[config.mk]
export PLATFORM = sky130hd
export DESIGN_NAME = gradlyr1_flat
export DESIGN_NICKNAME = d
export VERILOG_FILES = /design/src/rtl/vae_pkg.sv /design/src/rtl/gradlyr1_if.sv /design/src/rtl/gradlyr1_grad_mac.sv /design/src/rtl/gradlyr1.sv /design/src/flat_wrapper.sv
export SDC_FILE = /design/constraint.sdc
export NUM_CORES = 2
export LEC_CHECK = 0
export CELL_PAD_IN_SITES_DETAIL_PLACEMENT = 2
export CELL_PAD_IN_SITES_GLOBAL_PLACEMENT = 2
export CORE_ASPECT_RATIO = 2
export CORE_MARGIN = 4
export CORE_UTILIZATION = 34
export CTS_CLUSTER_DIAMETER = 50
export CTS_CLUSTER_SIZE = 10
export DETAILED_ROUTE_END_ITERATION = 8
export PLACE_DENSITY_LB_ADDON = 0.25
export SYNTH_ARGS = -nofsm -noshare
export SYNTH_HDL_FRONTEND = slang
export SYNTH_SLANG_ARGS = --single-unit
[constraint.sdc]
create_clock -name clk -period 9.5 [get_ports clk]
set_input_delay 0.95 -clock clk [delete_from_list [all_inputs] [get_ports clk]]
set_output_delay 0.95 -clock clk [all_outputs]
set_load 0.02 [all_outputs]
[src/rtl/vae_pkg.sv]
`default_nettype none
`timescale 1ns/1ps
// +--------------------------------------------------------------------------+
// | Module      : vae_pkg                                                    |
// | Description : Shared definitions for the VAE datapath: default word,     |
// |               fraction and accumulator widths, the sequencer state       |
// |               encoding and a width-parameterised saturation helper.      |
// | Revision    : 1.0  initial release                                       |
// +--------------------------------------------------------------------------+
package vae_pkg;

    localparam int c_WIDTH = 16;   // data/weight/gradient word, signed
    localparam int c_FRAC  = 8;    // fractional bits (Q8.8)
    localparam int c_ACCW  = 24;   // accumulator width, signed

    typedef enum logic [1:0] {
        IDLE = 2'd0,
        MAC  = 2'd1,
        OUT  = 2'd2
    } state_e;

    // Clamp a wide signed value into the range of an n-bit signed word.
    // The result stays 64 bits wide; callers size-cast to n bits.
    function automatic logic signed [63:0] sat(input logic signed [63:0] x,
                                               input int                 n);
        logic signed [63:0] hi;
        logic signed [63:0] lo;
        hi = (64'sd1 <<< (n - 1)) - 64'sd1;
        lo = -(64'sd1 <<< (n - 1));
        if (x > hi)
            return hi;
        else if (x < lo)
            return lo;
        return x;
    endfunction

endpackage
`default_nettype wire

[src/rtl/gradlyr1_if.sv]
`default_nettype none
`timescale 1ns/1ps
// +--------------------------------------------------------------------------+
// | Module      : gradlyr1_if                                                |
// | Description : Sample input and gradient-set output handshake bundle of   |
// |               the layer-1 gradient accumulator.                          |
// |   in_valid/in_ready/delta/d_win : one position sample (d1 at LSBs)       |
// |   out_valid/out_ready/gw/gb     : gradient set (gw1 at LSBs)             |
// |   busy                          : sequencer not idle                     |
// | Revision    : 1.0  initial release                                       |
// +--------------------------------------------------------------------------+
interface gradlyr1_if #(
    parameter int WIDTH = vae_pkg::c_WIDTH
);
    logic                 in_valid;
    logic                 in_ready;
    logic [WIDTH-1:0]     delta;
    logic [9*WIDTH-1:0]   d_win;
    logic                 out_valid;
    logic                 out_ready;
    logic [9*WIDTH-1:0]   gw;
    logic [WIDTH-1:0]     gb;
    logic                 busy;

    // Producer/consumer side
    modport master (
        output in_valid, delta, d_win, out_ready,
        input  in_ready, out_valid, gw, gb, busy
    );

    // Gradient block side
    modport slave (
        input  in_valid, delta, d_win, out_ready,
        output in_ready, out_valid, gw, gb, busy
    );
endinterface
`default_nettype wire

[src/rtl/gradlyr1_grad_mac.sv]
`default_nettype none
`timescale 1ns/1ps
// +--------------------------------------------------------------------------+
// | Module      : grad_mac                                                   |
// | Description : One multiply / arithmetic-shift / saturating-accumulate    |
// |               slice. Purely combinational; the parent time-shares it     |
// |               over the nine window taps.                                 |
// |   delta, d  : signed WIDTH operands                                      |
// |   acc_in    : current accumulator value (ACCW)                           |
// |   acc_out   : sat_ACCW(acc_in + ((delta*d) >>> FRAC))                    |
// | Revision    : 1.0  initial release                                       |
// +--------------------------------------------------------------------------+
module grad_mac
    import vae_pkg::*;
#(
    parameter int WIDTH = c_WIDTH,
    parameter int FRAC  = c_FRAC,
    parameter int ACCW  = c_ACCW
) (
    input  wire logic signed [WIDTH-1:0] delta,
    input  wire logic signed [WIDTH-1:0] d,
    input  wire logic signed [ACCW-1:0]  acc_in,
    output      logic signed [ACCW-1:0]  acc_out
);

    logic signed [2*WIDTH-1:0] w_prod;
    logic signed [63:0]        w_p;
    logic signed [63:0]        w_sum;

    assign w_prod  = (2*WIDTH)'(delta) * (2*WIDTH)'(d);
    // Arithmetic shift rounds toward minus infinity, then sign-extend.
    assign w_p     = 64'(w_prod >>> FRAC);
    assign w_sum   = 64'(acc_in) + w_p;
    assign acc_out = ACCW'(sat(w_sum, ACCW));

endmodule
`default_nettype wire

[src/rtl/gradlyr1.sv]
`default_nettype none
`timescale 1ns/1ps
// +--------------------------------------------------------------------------+
// | Module      : gradlyr1                                                   |
// | Description : Layer-1 backward pass. Accumulates weight gradients        |
// |               delta*d_k and the bias gradient delta over NPOS positions  |
// |               with one shared multiplier (9 cycles per sample), then     |
// |               offers the saturated gradient set on a valid/ready port.   |
// |   clk  : rising-edge clock                                               |
// |   rst  : asynchronous reset, active low                                  |
// |   bus  : gradlyr1_if.slave (sample in, gradient set out, busy)           |
// | Revision    : 1.0  initial release                                       |
// +--------------------------------------------------------------------------+
module gradlyr1
    import vae_pkg::*;
#(
    parameter int WIDTH = c_WIDTH,
    parameter int FRAC  = c_FRAC,
    parameter int ACCW  = c_ACCW,
    parameter int NPOS  = 676
) (
    input wire logic   clk,
    input wire logic   rst,
    gradlyr1_if.slave  bus
);

    localparam int         c_PCW    = (NPOS > 1) ? $clog2(NPOS) : 1;
    localparam logic [1:0] c_S_IDLE = IDLE;
    localparam logic [1:0] c_S_MAC  = MAC;
    localparam logic [1:0] c_S_OUT  = OUT;

    logic [1:0]              r_state;
    logic [3:0]              r_k;
    logic [c_PCW-1:0]        r_pos;
    logic signed [WIDTH-1:0] r_delta;
    logic signed [WIDTH-1:0] r_d   [9];
    logic signed [ACCW-1:0]  r_acc [9];
    logic signed [ACCW-1:0]  r_accb;

    logic signed [WIDTH-1:0] w_d;
    logic signed [ACCW-1:0]  w_acc_cur;
    logic signed [ACCW-1:0]  w_acc_nxt;
    logic signed [ACCW-1:0]  w_accb_nxt;
    logic                    w_last_k;
    logic                    w_last_pos;

    assign w_d        = r_d[r_k];
    assign w_acc_cur  = r_acc[r_k];
    assign w_accb_nxt = ACCW'(sat(64'(r_accb) + 64'(r_delta), ACCW));
    assign w_last_k   = (r_k == 4'd8);
    assign w_last_pos = (r_pos == c_PCW'(NPOS - 1));

    grad_mac #(
        .WIDTH (WIDTH),
        .FRAC  (FRAC),
        .ACCW  (ACCW)
    ) u_mac (
        .delta   (r_delta),
        .d       (w_d),
        .acc_in  (w_acc_cur),
        .acc_out (w_acc_nxt)
    );

    always_ff @(posedge clk or negedge rst) begin
        if (!rst) begin
            r_state <= c_S_IDLE;
            r_k     <= '0;
            r_pos   <= '0;
            r_delta <= '0;
            r_accb  <= '0;
            for (int i = 0; i < 9; i++) begin
                r_d[i]   <= '0;
                r_acc[i] <= '0;
            end
        end else begin
            case (r_state)
                c_S_IDLE: begin
                    // in_ready is high whenever IDLE and out of reset
                    if (bus.in_valid) begin
                        r_delta <= $signed(bus.delta);
                        for (int i = 0; i < 9; i++)
                            r_d[i] <= $signed(bus.d_win[i*WIDTH +: WIDTH]);
                        r_k     <= '0;
                        r_state <= c_S_MAC;
                    end
                end
                c_S_MAC: begin
                    for (int i = 0; i < 9; i++)
                        if (r_k == 4'(i))
                            r_acc[i] <= w_acc_nxt;
                    if (w_last_k) begin
                        r_accb <= w_accb_nxt;
                        r_k    <= '0;
                        if (w_last_pos) begin
                            r_state <= c_S_OUT;
                        end else begin
                            r_pos   <= r_pos + c_PCW'(1);
                            r_state <= c_S_IDLE;
                        end
                    end else begin
                        r_k <= r_k + 4'd1;
                    end
                end
                c_S_OUT: begin
                    if (bus.out_ready) begin
                        r_pos  <= '0;
                        r_accb <= '0;
                        for (int i = 0; i < 9; i++)
                            r_acc[i] <= '0;
                        r_state <= c_S_IDLE;
                    end
                end
                default: r_state <= c_S_IDLE;
            endcase
        end
    end

    // Gate with rst so nothing appears acceptable while reset is held.
    assign bus.in_ready  = rst && (r_state == c_S_IDLE);
    assign bus.out_valid = (r_state == c_S_OUT);
    assign bus.busy      = (r_state != c_S_IDLE);
    assign bus.gb        = WIDTH'(sat(64'(r_accb), WIDTH));

    generate
        for (genvar gi = 0; gi < 9; gi++) begin : g_gw
            assign bus.gw[gi*WIDTH +: WIDTH] = WIDTH'(sat(64'(r_acc[gi]), WIDTH));
        end
    endgenerate

endmodule
`default_nettype wire

[src/flat_wrapper.sv]
// flat-port wrapper written by rule: the top's interface ports become plain ports
module gradlyr1_flat import vae_pkg::*;
#(
    parameter int WIDTH = c_WIDTH,
    parameter int FRAC  = c_FRAC,
    parameter int ACCW  = c_ACCW,
    parameter int NPOS  = 676
)
  (clk, rst, bus_in_valid, bus_delta, bus_d_win, bus_out_ready, bus_in_ready, bus_out_valid, bus_gw, bus_gb, bus_busy);
  gradlyr1_if #(.WIDTH(WIDTH)) bus_i ();
  input wire logic clk;
  input wire logic rst;
  input wire logic [$bits(bus_i.in_valid)-1:0] bus_in_valid;
  input wire logic [$bits(bus_i.delta)-1:0] bus_delta;
  input wire logic [$bits(bus_i.d_win)-1:0] bus_d_win;
  input wire logic [$bits(bus_i.out_ready)-1:0] bus_out_ready;
  output wire logic [$bits(bus_i.in_ready)-1:0] bus_in_ready;
  output wire logic [$bits(bus_i.out_valid)-1:0] bus_out_valid;
  output wire logic [$bits(bus_i.gw)-1:0] bus_gw;
  output wire logic [$bits(bus_i.gb)-1:0] bus_gb;
  output wire logic [$bits(bus_i.busy)-1:0] bus_busy;
  assign bus_i.in_valid = bus_in_valid;
  assign bus_i.delta = bus_delta;
  assign bus_i.d_win = bus_d_win;
  assign bus_i.out_ready = bus_out_ready;
  assign bus_in_ready = bus_i.in_ready;
  assign bus_out_valid = bus_i.out_valid;
  assign bus_gw = bus_i.gw;
  assign bus_gb = bus_i.gb;
  assign bus_busy = bus_i.busy;
  gradlyr1 #(.WIDTH(WIDTH), .FRAC(FRAC), .ACCW(ACCW), .NPOS(NPOS)) u_core (.clk(clk), .rst(rst), .bus(bus_i));
endmodule
==> impl_metrics.env <==
export IMPL_status="finished with violations"
export IMPL_failed_checks="negative setup slack"
export IMPL_first_pass_iters=5
export IMPL_cts_hold_buf=0
export IMPL_die_x_um=226.7
export IMPL_cts_tree="built"
export IMPL_cts_root_buf="clkbuf_16"
export IMPL_dieArea_mm2=0.1010
export IMPL_place_area_mm2=0.03932
export IMPL_drcViolationCount=0
export IMPL_path_class="register to register"
export IMPL_grt_pass1_wl_um=224700
export IMPL_clockBufferDepth=3
export IMPL_timing_fmax_mhz=101.6
export IMPL_fin_area_mm2=0.04296
export IMPL_crit_slowest_cell="fa_1"
export IMPL_avgSynthCellArea_um2=10.07
export IMPL_ys_ff_latch=416
export IMPL_vias=28870
export IMPL_netlist_area_mm2=0.03254
export IMPL_portBuffers=326
export IMPL_hp_class="input pin to asynchronous set/reset pin"
export IMPL_finalCritPeriodShare_pct=103.6
export IMPL_tightest_slew_ps=1245
export IMPL_drt_total_wl_um=155300
export IMPL_crit_fanout=16
export IMPL_slew_headroom_pct=16.97
export IMPL_detail_route_antenna_nets=0
export IMPL_routedWlPerCell_um=30.60
export IMPL_synth_edf_count=0
export IMPL_cp_end_kind="register"
export IMPL_clock_latency_ps=650
export IMPL_viasPerCell=5.688
export IMPL_required_ps=10050
export IMPL_ys_warn_count=0
export IMPL_startpoint_type="register"
export IMPL_tns_ps=-59480
export IMPL_ys_types=83
export IMPL_cp_slowest_stage_delay_ps=570
export IMPL_hold_viol=0
export IMPL_grt_pass1_vias=34510
export IMPL_place_gp_congestion=0.8950
export IMPL_ctsHtreeMaxLevel=2
export IMPL_synth_top_cell_area_share_pct=32.00
export IMPL_syn2layout_area_growth_pct=32.03
export IMPL_seq_area_frac_synth_pct=32.00
export IMPL_pin_count=327
export IMPL_post_route_util_pct=45.17
export IMPL_rows=160
export IMPL_synthTopCellsByArea="dfrtp_1, fa_1, mux2_2"
export IMPL_cts_buffers=52
export IMPL_grt_use_total_pct=29.74
export IMPL_clk_pin_slew_ps=60
export IMPL_period_needed_ps=9847
export IMPL_rsz0062_at_grt="true"
export IMPL_hpwlAfterDp_um=114100
export IMPL_setup_viol=216
export IMPL_synth_ff_type="dfrtp_1"
export IMPL_fin_ws_ps=-346.7
export IMPL_cp_arrival_ps=10400
export IMPL_synthCells=3230
export IMPL_die_y_um=445.5
export IMPL_nets=4388
export IMPL_grt_overflow=0
export IMPL_fp_coreArea_mm2=0.09509
export IMPL_grt_max_degree=82
export IMPL_path_common_cell="fa_1"
export IMPL_cap_viol_max_count=0
export IMPL_start_util_pct=34.22
export IMPL_yosysMostFrequentCell="dfrtp_1"
export IMPL_cts_sinks=416
export IMPL_syn_nets=3790
export IMPL_antenna_found_initial=18
export IMPL_clock_skew_ps=39.73
export IMPL_slew_violations=0
export IMPL_synth_commonest_cells="dfrtp_1, nand2_1, inv_1"
export IMPL_post_route_cells_drive_above_1_share_pct=23.26
export IMPL_dp_slack_ps=-845.6
export IMPL_drtIter0Drc=1474
export IMPL_synth_top_area_cell="dfrtp_1"
export IMPL_synthArstFlopShare_pct=100.0
-- repair_timing --
| item | 4_1_cts | 5_1_grt |
|---|---|---|
| hold endpoints to repair | 0 | 0 |
| buffers inserted | 67 | 23 |
| cloned | 5 | 6 |
| setup endpoints to repair | 216 | 216 |
| pin swaps | 60 | 89 |
| gates resized for setup | 180 | 148 |
-- placed cells by master (no fill, tap or decap), types with 119 or more instances in the layout --
cell type,instances
a21o_1,192
and2_1,119
buf_4,311
clkdlybuf4s50_1,325
dfrtp_1,412
fa_1,251
ha_1,121
inv_1,337
mux2_2,160
nand2_1,386
o21ai_0,170
-- path summary, 6_finish.rpt --
path / startpoint / end / slack, ps / cells past startpoint
min in group clk: u_core.r_d[22]$_DFFE_PN0P_ / u_core.r_d[22]$_DFFE_PN0P_ / 500 / 1
worst max register to register: u_core.r_k[2]$_DFFE_PN0P_ / u_core.r_acc[65]$_DFFE_PN0P_ / -350 / 37
worst min-delay path: rst / u_core.r_acc[60]$_DFFE_PN0P_ / 240 / 1
worst min register to register: u_core.r_d[22]$_DFFE_PN0P_ / u_core.r_d[22]$_DFFE_PN0P_ / 500 / 1
max in group asynchronous: rst / u_core.r_d[138]$_DFFE_PN0P_ / 6130 / 4
worst max-delay path: u_core.r_k[2]$_DFFE_PN0P_ / u_core.r_acc[65]$_DFFE_PN0P_ / -350 / 37
-- critical path, delay by kind of cell, from the launching register on --
kind,cells,cell delay [ps]
simple gates,5,990
fa+ha+maj,8,3930
flops,1,550
xor+xnor,1,50
mux,1,120
buf+inv,13,1700
compound gates,9,2370
-- kinds of logic after synthesis --
kind of cell             synth area share [%]
adder cells (fa/ha/maj)                 21.30
AO/OA/AOI/OAI                           16.09
buffers and inverters                   6.334
XOR/XNOR                                2.073
flip-flops                              32.00
multiplexers                            11.50
AND/OR/NAND/NOR                         10.72
-- registers in the layout, summed over array words and instances, names as in the netlist --
register	flops
u_core.r_acc	216
u_core.r_d	144
u_core.r_accb	24
u_core.r_delta	16
u_core.r_pos	10
u_core.r_k	4
u_core.r_state	2
-- per-layer routing --
layer  GRT usage, %  up-vias  wire length, um
li1               -    12120                -
met1          29.27    15260            50710
met2          57.40     1000            86060
met3          3.666      496             6066
met4          18.88        0            12470
met5              0        -                0
-- per-stage QoR --
stage          instances  hold slack, ps
2_1_floorplan       3230           466.8
3_3_place_gp        4889           487.0
3_5_place_dp        4889           494.6
4_1_cts             5030           228.8
5_1_grt             5076           247.4
6_report            5076           236.8
-- final cells by class --
type                            count  area (um^2)
Clock buffer                       58         1334
Clock inverter                     12        148.9
Multi-Input combinational cell   2287        21020
Timing Repair Buffer              724         7159
Tap cell                         1215         1520
Antenna cell                       17        42.54
Inverter                          347         1306
Fill cell                        9800        52140
Sequential cell                   416        10420
Power is not shown: default switching activity piles up to over one toggle a cycle in this logic, so the estimate is an artifact.
